## config.mk

```make
export PLATFORM = sky130hd
export DESIGN_NAME = sdpb_width_conv_flat
export DESIGN_NICKNAME = d
export VERILOG_FILES = /design/src/rtl/sdpb_pkg.sv /design/src/rtl/sdpb_width_conv_if.sv /design/src/rtl/sdpb_mem_core.sv /design/src/rtl/sdpb_width_conv.sv /design/src/flat_wrapper.sv
export SDC_FILE = /design/constraint.sdc
export NUM_CORES = 2
export LEC_CHECK = 0
export BUFFER_PORTS_ARGS = -buffer_cell sky130_fd_sc_hd__buf_2
export CORE_MARGIN = 3
export CORE_UTILIZATION = 63
export CTS_BUF_LIST = sky130_fd_sc_hd__clkbuf_16
export DETAILED_ROUTE_END_ITERATION = 8
export PLACE_DENSITY = 0.79
export SLEW_MARGIN = 20
export SYNTH_ARGS = -nofsm -noshare
export SYNTH_HDL_FRONTEND = slang
export SYNTH_SLANG_ARGS = --single-unit
```

## constraint.sdc

```tcl
create_clock -name clk -period 2.4 [get_ports clk]
set_input_delay 0.12 -clock clk [delete_from_list [all_inputs] [get_ports clk]]
set_output_delay 0.12 -clock clk [all_outputs]
set_load 0.005 [all_outputs]
```

## src/rtl/sdpb_pkg.sv

```systemverilog
// Shared constants and elaboration helpers for the asymmetric line-buffer RAM.
package sdpb_pkg;

  localparam bit RDW_OLD = 1'b0;
  localparam bit RDW_NEW = 1'b1;

  function automatic int clog2(input int value);
    int result;
    result = 0;
    while ((1 << result) < value) result++;
    return result;
  endfunction

  function automatic bit is_pow2(input int value);
    return (value > 0) && ((value & (value - 1)) == 0);
  endfunction

  function automatic bit cfg_legal(input int wr_width, input int ratio, input int wr_depth);
    return ((ratio == 1) || (ratio == 2) || (ratio == 4)) && (wr_width > 0) &&
           ((wr_width % (8 * ratio)) == 0) && is_pow2(wr_depth);
  endfunction

endpackage

```

## src/rtl/sdpb_width_conv_if.sv

```systemverilog
// Write/read bus of the width-converting line buffer; the master is the buffer's user.
interface sdpb_width_conv_if #(
  parameter int WR_WIDTH = 32,
  parameter int RATIO    = 2,
  parameter int WR_DEPTH = 64
);
  localparam int RD_WIDTH = WR_WIDTH / RATIO;
  localparam int WA       = sdpb_pkg::clog2(WR_DEPTH);
  localparam int RA       = WA + sdpb_pkg::clog2(RATIO);
  localparam int NBE      = WR_WIDTH / 8;

  logic                wr_en;
  logic [WA-1:0]       wr_addr;
  logic [WR_WIDTH-1:0] wr_data;
  logic [NBE-1:0]      wr_be;
  logic                rd_en;
  logic [RA-1:0]       rd_addr;
  logic                oce;
  logic [RD_WIDTH-1:0] rd_data;
  logic                rd_valid;

  modport master (
    output wr_en, wr_addr, wr_data, wr_be, rd_en, rd_addr, oce,
    input  rd_data, rd_valid
  );

  modport slave (
    input  wr_en, wr_addr, wr_data, wr_be, rd_en, rd_addr, oce,
    output rd_data, rd_valid
  );
endinterface

```

## src/rtl/sdpb_mem_core.sv

```systemverilog
// Byte-enabled word array with a registered full-word read and a selectable
// read-during-write bypass. Neither the array nor the read register is reset.
module sdpb_mem_core #(
  parameter int WIDTH   = 32,
  parameter int DEPTH   = 64,
  parameter bit RDW_NEW = 1'b0,
  localparam int AW  = sdpb_pkg::clog2(DEPTH),
  localparam int NBE = WIDTH / 8
) (
  input  logic             clk,
  input  logic             wr_en,
  input  logic [AW-1:0]    wr_addr,
  input  logic [WIDTH-1:0] wr_data,
  input  logic [NBE-1:0]   wr_be,
  input  logic             rd_en,
  input  logic [AW-1:0]    rd_addr,
  output logic [WIDTH-1:0] rd_word
);

  logic [WIDTH-1:0] mem [DEPTH];
  logic [WIDTH-1:0] rd_word_reg;

  always_ff @(posedge clk) begin
    if (wr_en) begin
      for (int b = 0; b < NBE; b++) begin
        if (wr_be[b]) mem[wr_addr][b*8 +: 8] <= wr_data[b*8 +: 8];
      end
    end
  end

  generate
    if (RDW_NEW == sdpb_pkg::RDW_NEW) begin : g_rdw_new
      // Write-first per byte: enabled lanes of a same-word write bypass the array.
      logic             hit;
      logic [WIDTH-1:0] merged;

      assign hit = wr_en && (wr_addr == rd_addr);

      for (genvar gi = 0; gi < NBE; gi++) begin : g_lane
        assign merged[gi*8 +: 8] = (hit && wr_be[gi]) ? wr_data[gi*8 +: 8]
                                                      : mem[rd_addr][gi*8 +: 8];
      end

      always_ff @(posedge clk) begin
        if (rd_en) rd_word_reg <= merged;
      end
    end else begin : g_rdw_old
      always_ff @(posedge clk) begin
        if (rd_en) rd_word_reg <= mem[rd_addr];
      end
    end
  endgenerate

  assign rd_word = rd_word_reg;

endmodule

```

## src/rtl/sdpb_width_conv.sv

```systemverilog
// Width-converting simple dual-port line buffer: wide byte-enabled writes, narrow reads,
// optional oce-gated output stage and a read-valid pipeline flag.
module sdpb_width_conv #(
  parameter int WR_WIDTH = 32,
  parameter int RATIO    = 2,
  parameter int WR_DEPTH = 64,
  parameter bit OUT_REG  = 1'b0,
  parameter bit RDW_NEW  = 1'b0
) (
  input logic               clk,
  input logic               resetn,
  sdpb_width_conv_if.slave  bus
);

  localparam int RD_WIDTH = WR_WIDTH / RATIO;
  localparam int WA       = sdpb_pkg::clog2(WR_DEPTH);
  localparam int SW       = sdpb_pkg::clog2(RATIO);
  localparam int RA       = WA + SW;
  localparam int SEL_W    = (SW > 0) ? SW : 1;

  generate
    if (!sdpb_pkg::cfg_legal(WR_WIDTH, RATIO, WR_DEPTH)) begin : g_bad_cfg
      $error("sdpb_width_conv: illegal WR_WIDTH/RATIO/WR_DEPTH combination");
    end
  endgenerate

  logic [WA-1:0]       rd_word_addr;
  logic [SEL_W-1:0]    sel_next;
  logic [SEL_W-1:0]    sel_reg;
  logic [WR_WIDTH-1:0] rd_word;
  logic [RD_WIDTH-1:0] sub_word [RATIO];
  logic [RD_WIDTH-1:0] s1_data;
  logic                s1_valid_reg;
  logic                s1_loaded_reg;

  generate
    if (SW > 0) begin : g_split
      assign rd_word_addr = bus.rd_addr[RA-1:SW];
      assign sel_next     = bus.rd_addr[SW-1:0];
    end else begin : g_nosplit
      assign rd_word_addr = bus.rd_addr;
      assign sel_next     = '0;
    end

    for (genvar gi = 0; gi < RATIO; gi++) begin : g_sub
      assign sub_word[gi] = rd_word[gi*RD_WIDTH +: RD_WIDTH];
    end
  endgenerate

  sdpb_mem_core #(
    .WIDTH   (WR_WIDTH),
    .DEPTH   (WR_DEPTH),
    .RDW_NEW (RDW_NEW)
  ) u_core (
    .clk     (clk),
    .wr_en   (bus.wr_en),
    .wr_addr (bus.wr_addr),
    .wr_data (bus.wr_data),
    .wr_be   (bus.wr_be),
    .rd_en   (bus.rd_en),
    .rd_addr (rd_word_addr),
    .rd_word (rd_word)
  );

  always_ff @(posedge clk or negedge resetn) begin
    if (!resetn) begin
      s1_valid_reg  <= 1'b0;
      s1_loaded_reg <= 1'b0;
      sel_reg       <= '0;
    end else begin
      s1_valid_reg <= bus.rd_en;
      if (bus.rd_en) begin
        s1_loaded_reg <= 1'b1;
        sel_reg       <= sel_next;
      end
    end
  end

  // The RAM read register keeps no reset; zero the output until a read has landed.
  assign s1_data = s1_loaded_reg ? sub_word[sel_reg] : '0;

  generate
    if (OUT_REG) begin : g_out_reg
      logic [RD_WIDTH-1:0] s2_data_reg;
      logic                s2_valid_reg;

      always_ff @(posedge clk or negedge resetn) begin
        if (!resetn) begin
          s2_data_reg  <= '0;
          s2_valid_reg <= 1'b0;
        end else if (bus.oce) begin
          s2_data_reg  <= s1_data;
          s2_valid_reg <= s1_valid_reg;
        end
      end

      assign bus.rd_data  = s2_data_reg;
      assign bus.rd_valid = s2_valid_reg;
    end else begin : g_no_out_reg
      logic unused_oce;
      assign unused_oce   = bus.oce;
      assign bus.rd_data  = s1_data;
      assign bus.rd_valid = s1_valid_reg;
    end
  endgenerate

endmodule

```

## src/flat_wrapper.sv

```systemverilog
// flat-port wrapper written by rule: the top's interface ports become plain ports
module sdpb_width_conv_flat 
#(
  parameter int WR_WIDTH = 32,
  parameter int RATIO    = 2,
  parameter int WR_DEPTH = 64,
  parameter bit OUT_REG  = 1'b0,
  parameter bit RDW_NEW  = 1'b0
)
  (clk, resetn, bus_wr_en, bus_wr_addr, bus_wr_data, bus_wr_be, bus_rd_en, bus_rd_addr, bus_oce, bus_rd_data, bus_rd_valid);
  sdpb_width_conv_if #(.WR_WIDTH(WR_WIDTH), .RATIO(RATIO), .WR_DEPTH(WR_DEPTH)) bus_i ();
  input logic clk;
  input logic resetn;
  input wire logic [$bits(bus_i.wr_en)-1:0] bus_wr_en;
  input wire logic [$bits(bus_i.wr_addr)-1:0] bus_wr_addr;
  input wire logic [$bits(bus_i.wr_data)-1:0] bus_wr_data;
  input wire logic [$bits(bus_i.wr_be)-1:0] bus_wr_be;
  input wire logic [$bits(bus_i.rd_en)-1:0] bus_rd_en;
  input wire logic [$bits(bus_i.rd_addr)-1:0] bus_rd_addr;
  input wire logic [$bits(bus_i.oce)-1:0] bus_oce;
  output wire logic [$bits(bus_i.rd_data)-1:0] bus_rd_data;
  output wire logic [$bits(bus_i.rd_valid)-1:0] bus_rd_valid;
  assign bus_i.wr_en = bus_wr_en;
  assign bus_i.wr_addr = bus_wr_addr;
  assign bus_i.wr_data = bus_wr_data;
  assign bus_i.wr_be = bus_wr_be;
  assign bus_i.rd_en = bus_rd_en;
  assign bus_i.rd_addr = bus_rd_addr;
  assign bus_i.oce = bus_oce;
  assign bus_rd_data = bus_i.rd_data;
  assign bus_rd_valid = bus_i.rd_valid;
  sdpb_width_conv #(.WR_WIDTH(WR_WIDTH), .RATIO(RATIO), .WR_DEPTH(WR_DEPTH), .OUT_REG(OUT_REG), .RDW_NEW(RDW_NEW)) u_core (.clk(clk), .resetn(resetn), .bus(bus_i));
endmodule
```

; Word level (Yosys, flattened, before mapping)
; Memory sizes are Yosys's and may differ from the RTL's. A register that Yosys moved wholly into a read port is not among the register bits.
; Cells that the tools add are included.
[word_totals]
in_bits = 54
ram_bits = 2048
n_memories = 1
regBits = 3
wordCells = 22
out_inout_bits = 17
[classes]
n_lt_le_gt_ge = 1
n_bitwise = 1
mux = 16
[mem_list]
columns = memory, depth, width, read_ports, rd_clocked_by_memory_dff, wr, line
row1 = u_core.u_core.mem, 64, 32, 1, 1, 1, sdpb_mem_core.sv:20  ; logic [WIDTH-1:0] mem [DEPTH];
[op_table]
columns = op, n
row1 = 2-to-1 mux 16 bit, 4
row2 = 2-to-1 mux 1 bit, 12
row3 = ">= comparator 2 bit, second input constant", 1
row4 = NOT 1 -> 2 bit, 1

; Logic depth before layout (Yosys ltp)
[logic_depth]
depth_word = 5
depth_mapped = 10
mapped_depth_nobuf = 5

; Cells and area by module
; From an unflattened synthesis, not the netlist that was laid out.
[hier_totals]
hier_cells = 3616
area_unflattened_um2 = 80479.7
[modules_own_cells]
columns = module, area_per_inst_um2, cells_per_inst, n_inst
row1 = sdpb_mem_core, 80091.8, 3576, 1
row2 = sdpb_width_conv, 387.9, 40, 1

; Least setup slack after synthesis
; Ideal clock, no wire load.
[synth_timing]
path_type = input to register
start = input bus_rd_addr[1]
end = register u_core.u_core.rd_word_reg[15], in the netlist u_core.u_core.rd_word[15] (read register of u_core.u_core.mem) (data pin)
t_required_ns = 2.145
setup_time_ns = 0.255
n_path_buf = 4
cell_stages = 8
t_arrival_ns = 1.712
setup_slack_ns = 0.432
path_cell_list = buf_4 buf_6 buf_6 buf_2 mux4_2 a22oi_1 nand2_1 and3_1
[synth_lines]
columns = element, line
row1 = from (decl), flat_wrapper.sv:19  ; input wire logic [$bits(bus_i.rd_addr)-1:0] bus_rd_addr;
row2 = to (decl), sdpb_mem_core.sv:21  ; logic [WIDTH-1:0] rd_word_reg;

; Worst setup path in the final report
[layout_timing]
start = register u_core.sel_reg
end = output bus_rd_data[10]
[layout_between]
elab_chain_len = 5
[layout_lines]
columns = element, line
row1 = from (decl), sdpb_width_conv.sv:29  ; logic [SEL_W-1:0] sel_reg;
row2 = from (signal assigned), sdpb_width_conv.sv:74  ; sel_reg <= sel_next;
row3 = NOT 1 -> 2 bit (implied by the code), sdpb_width_conv.sv:80  ; assign s1_data = s1_loaded_reg ? sub_word[sel_reg] : '0;
row4 = 2-to-1 mux 16 bit (implied by the code) (3 in series), sdpb_width_conv.sv:80
row5 = 2-to-1 mux 16 bit, sdpb_width_conv.sv:80
row6 = to (decl), flat_wrapper.sv:21  ; output wire logic [$bits(bus_i.rd_data)-1:0] bus_rd_data;
; No other way between the ends. The select of a mux whose other input is x is not followed.

==> summary.md <==
| Metric | Value |
|---|---|
| Min cycle time layout | `2.34 ns` |
| Status | `finished, final reports clean` |
| Reg-to-reg endpoint | `u_core.u_core.rd_word[4]` |
| Async set-or-reset flop fraction in the synthesized netlist | `0.144%` |
| Post-place setup slack | `-0.189 ns` |
| Most common cell after layout, fill and taps aside | `edfxtp_1` |
| Setup Crit Path Kind | `reg2out` |
| Pwr dens | `805 mW/mm2` |
| Final Cycle Share | `97.4%` |
| Initial antenna violation count | `16` |
| Worst-case clock skew | `0.0374 ns` |
| Relative slew slack | `25.0%` |
| Synth Flop Type | `edfxtp_1` |
| Die X | `363 um` |
| Slowest cell on crit path | `dfrtp_1` |
| Vias per inst | `7.08` |
| DR WL/cell | `36.6 um` |
| DRT iter0 DRCs | `7034` |
| Endpoint, Worst Hold | `u_core.u_core.mem[46][0]` |
| Sink Count | `2083` |
| Non-Filler Instances | `6207` |
| Yosys top cell by area | `edfxtp_1` |
| CP required | `2.28 ns` |
| Number of enable flip-flop cells after synthesis | `2080` |
| Clk buf depth | `3` |
| Post-Syn Instances | `3767` |
| Worst-path cell chain | `buf_6 > mux2i_1 > nor2b_2 > buf_2` |
| Max_cap viols | `0` |
| Worst slew pin tran | `1.12 ns` |
| Area of the core | `0.126 mm2` |
| Warning count from the yosys run | `0` |
| Slowest stage delay, CP | `0.35 ns` |
| Die H | `363 um` |
| Max FO, Critical Path | `17` |
| Post-DRT Antenna Nets | `0` |
| Highest clock rate | `0.428 GHz` |
| VDD IR-drop max | `0.000848 V` |
| Max-slew violation count | `0` |
| Area Growth Syn to Fin | `16.1%` |
| Later-pin clock latency in the skew report | `0.85 ns` |
| Root buffer cell | `clkbuf_16` |
| Final hold viol count | `0` |
| GRT Overall Usage | `35.1%` |
| Critical R2R Launch | `u_core.u_core.mem[8][4]` |
| Most frequent cells in the layout | `edfxtp_1, buf_4, mux4_2` |
| Grt ovf | `0` |
| Critical Path Start Type | `flip-flop` |
| H-tree levels | `4` |
| Nets | `4438` |
| Num CTS Buffers | `195` |
| Crit end category | `primary output` |
| Syn_area_per_cell | `21.3 um2` |
| First-pass GRT wire length | `322 mm` |
| Seq/Total Area, Yosys | `77.9%` |
| Dominant cells by area after synthesis | `edfxtp_1, mux4_2, mux2i_1` |
| Final WL | `227 mm` |
| Port Buffers | `69` |
| Utilization after layout | `73.9%` |
| HP Class | `in2reg` |
| Post-synthesis register bit count | `2083` |
| Critical path arrival | `2.22 ns` |
| Synth unique cells | `31` |
| DP Cell Count | `5799` |
| Max reg flops | `2048` |
| Min-delay src | `bus_wr_data[0]` |
| Reg2reg path depth | `5` |
| Net Count, Synth | `3821` |
| Mapped Area | `0.0803 mm2` |
| Synth top area share | `77.8%` |
| Largest net degree at the start of global routing | `65` |
| Routability cong. | `0.953` |
| Hold Path Depth | `1` |
| Row count | `130` |
| Vias | `43950` |
| Starting Density | `63.7%` |
| Final setup vio count | `0` |
| Clk pin slew, worst setup/hold paths | `0.06 ns` |
| IO Count | `71` |
| Clock tree from TritonCTS | `done` |
| Die footprint | `0.132 mm2` |
| Total power | `74.9 mW` |
| Router iterations before antenna repair | `6` |
| Worst setup margin | `0.0626 ns` |
| Share of layout cells above drive strength 1 | `31.2%` |
| RSZ-0062 raised after global routing | `no` |
| HPWL Detailed | `144 mm` |
| Reg-to-reg setup timing slack | `0.26 ns` |
| Pleak | `30.5 nW` |
| Vias in the first global route | `43800` |
| DRC | `0` |
-- per-stage QoR --
step / area, um2 / TNS [ns] / hold WS [ns]
after floorplan: 80300 / 0 / -0.176
after global placement: 86400 / -0.143 / -0.0868
after detailed placement: 86400 / -0.803 / -0.0803
after CTS: 93100 / 0 / 0.00397
after global routing: 93100 / 0 / 0.0538
final: 93200 / 0 / 0.0796
-- final cells by class --
cell class / instances / area (um2)
clock buffer: 197 / 4930
fill: 6497 / 32900
multi-input combinational: 1458 / 16600
tap: 1650 / 2060
antenna: 16 / 40.0
clock inverter: 157 / 1350
sequential: 2083 / 62500
timing repair buffer: 646 / 5620
-- worst max path at each step --
| stage | from | to |
|---|---|---|
| after CTS | u_core.sel_reg | bus_rd_data[11] |
| after detailed placement | bus_rd_addr[1] | u_core.u_core.rd_word[3] |
| after floorplan | bus_rd_addr[1] | u_core.u_core.rd_word[15] |
| after global placement | bus_rd_addr[1] | u_core.u_core.rd_word[3] |
| after global routing | u_core.sel_reg | bus_rd_data[10] |
| final | u_core.sel_reg | bus_rd_data[10] |
-- power by group --
group          switching (mW)  internal, mW  total [mW]
logic                    2.62          1.68        4.30
registers              0.0977          40.2        40.3
clock network            13.3          17.0        30.3
total                    16.1          58.9        74.9
-- Yosys cell counts, types with 9 or more instances --
library cell	count
a21oi_1	44
a221oi_1	29
a22oi_1	23
a311oi_1	16
a31oi_1	16
buf_1	13
buf_2	81
buf_4	35
buf_6	9
clkbuf_1	88
edfxtp_1	2080
mux2_2	65
mux2i_1	121
mux4_2	456
nand2_1	94
nand2b_1	23
nor2_1	295
nor2b_1	26
nor4_1	26
o221ai_1	37
o22a_1	18
o22ai_1	130
-- routing by layer --
metal  vias to the layer above  global-route usage, %  part of all wire [%]
met3                       725                   11.0                    14
met4                        12                   20.1                   6.7
li1                      17004                      -                     -
met5                         -                  0.835                  0.13
met1                     22527                   46.6                    34
met2                      3682                   52.5                    46
-- kinds of logic (layout without fill, tap and decap cells) --
| group | count (synthesis) | in the layout | share of synthesized area [%] |
|---|---|---|---|
| mux | 642 | 642 | 15.2 |
| compound gates | 319 | 319 | 2.77 |
| other cells | 0 | 16 | 0 |
| flops | 2083 | 2083 | 77.9 |
| simple gates | 497 | 497 | 2.67 |
| buf+inv | 226 | 1000 | 1.43 |
-- worst max-delay path: cells and delay by family (launching register included) --
family	cells	cell delay [ns]
buffers and inverters	2	0.48
DFF	1	0.35
and+or+nand+nor	1	0.35
muxes	1	0.16
-- what timing repair did --
action                                  in CTS  in global routing
buffers inserted                             0                  0
resized for setup                            2                  2
hold buffers                                35                  3
endpoints found under the setup margin       2                  2
endpoints found under the hold margin     1068                192
No activity file was read; power rests on OpenSTA's default activity.
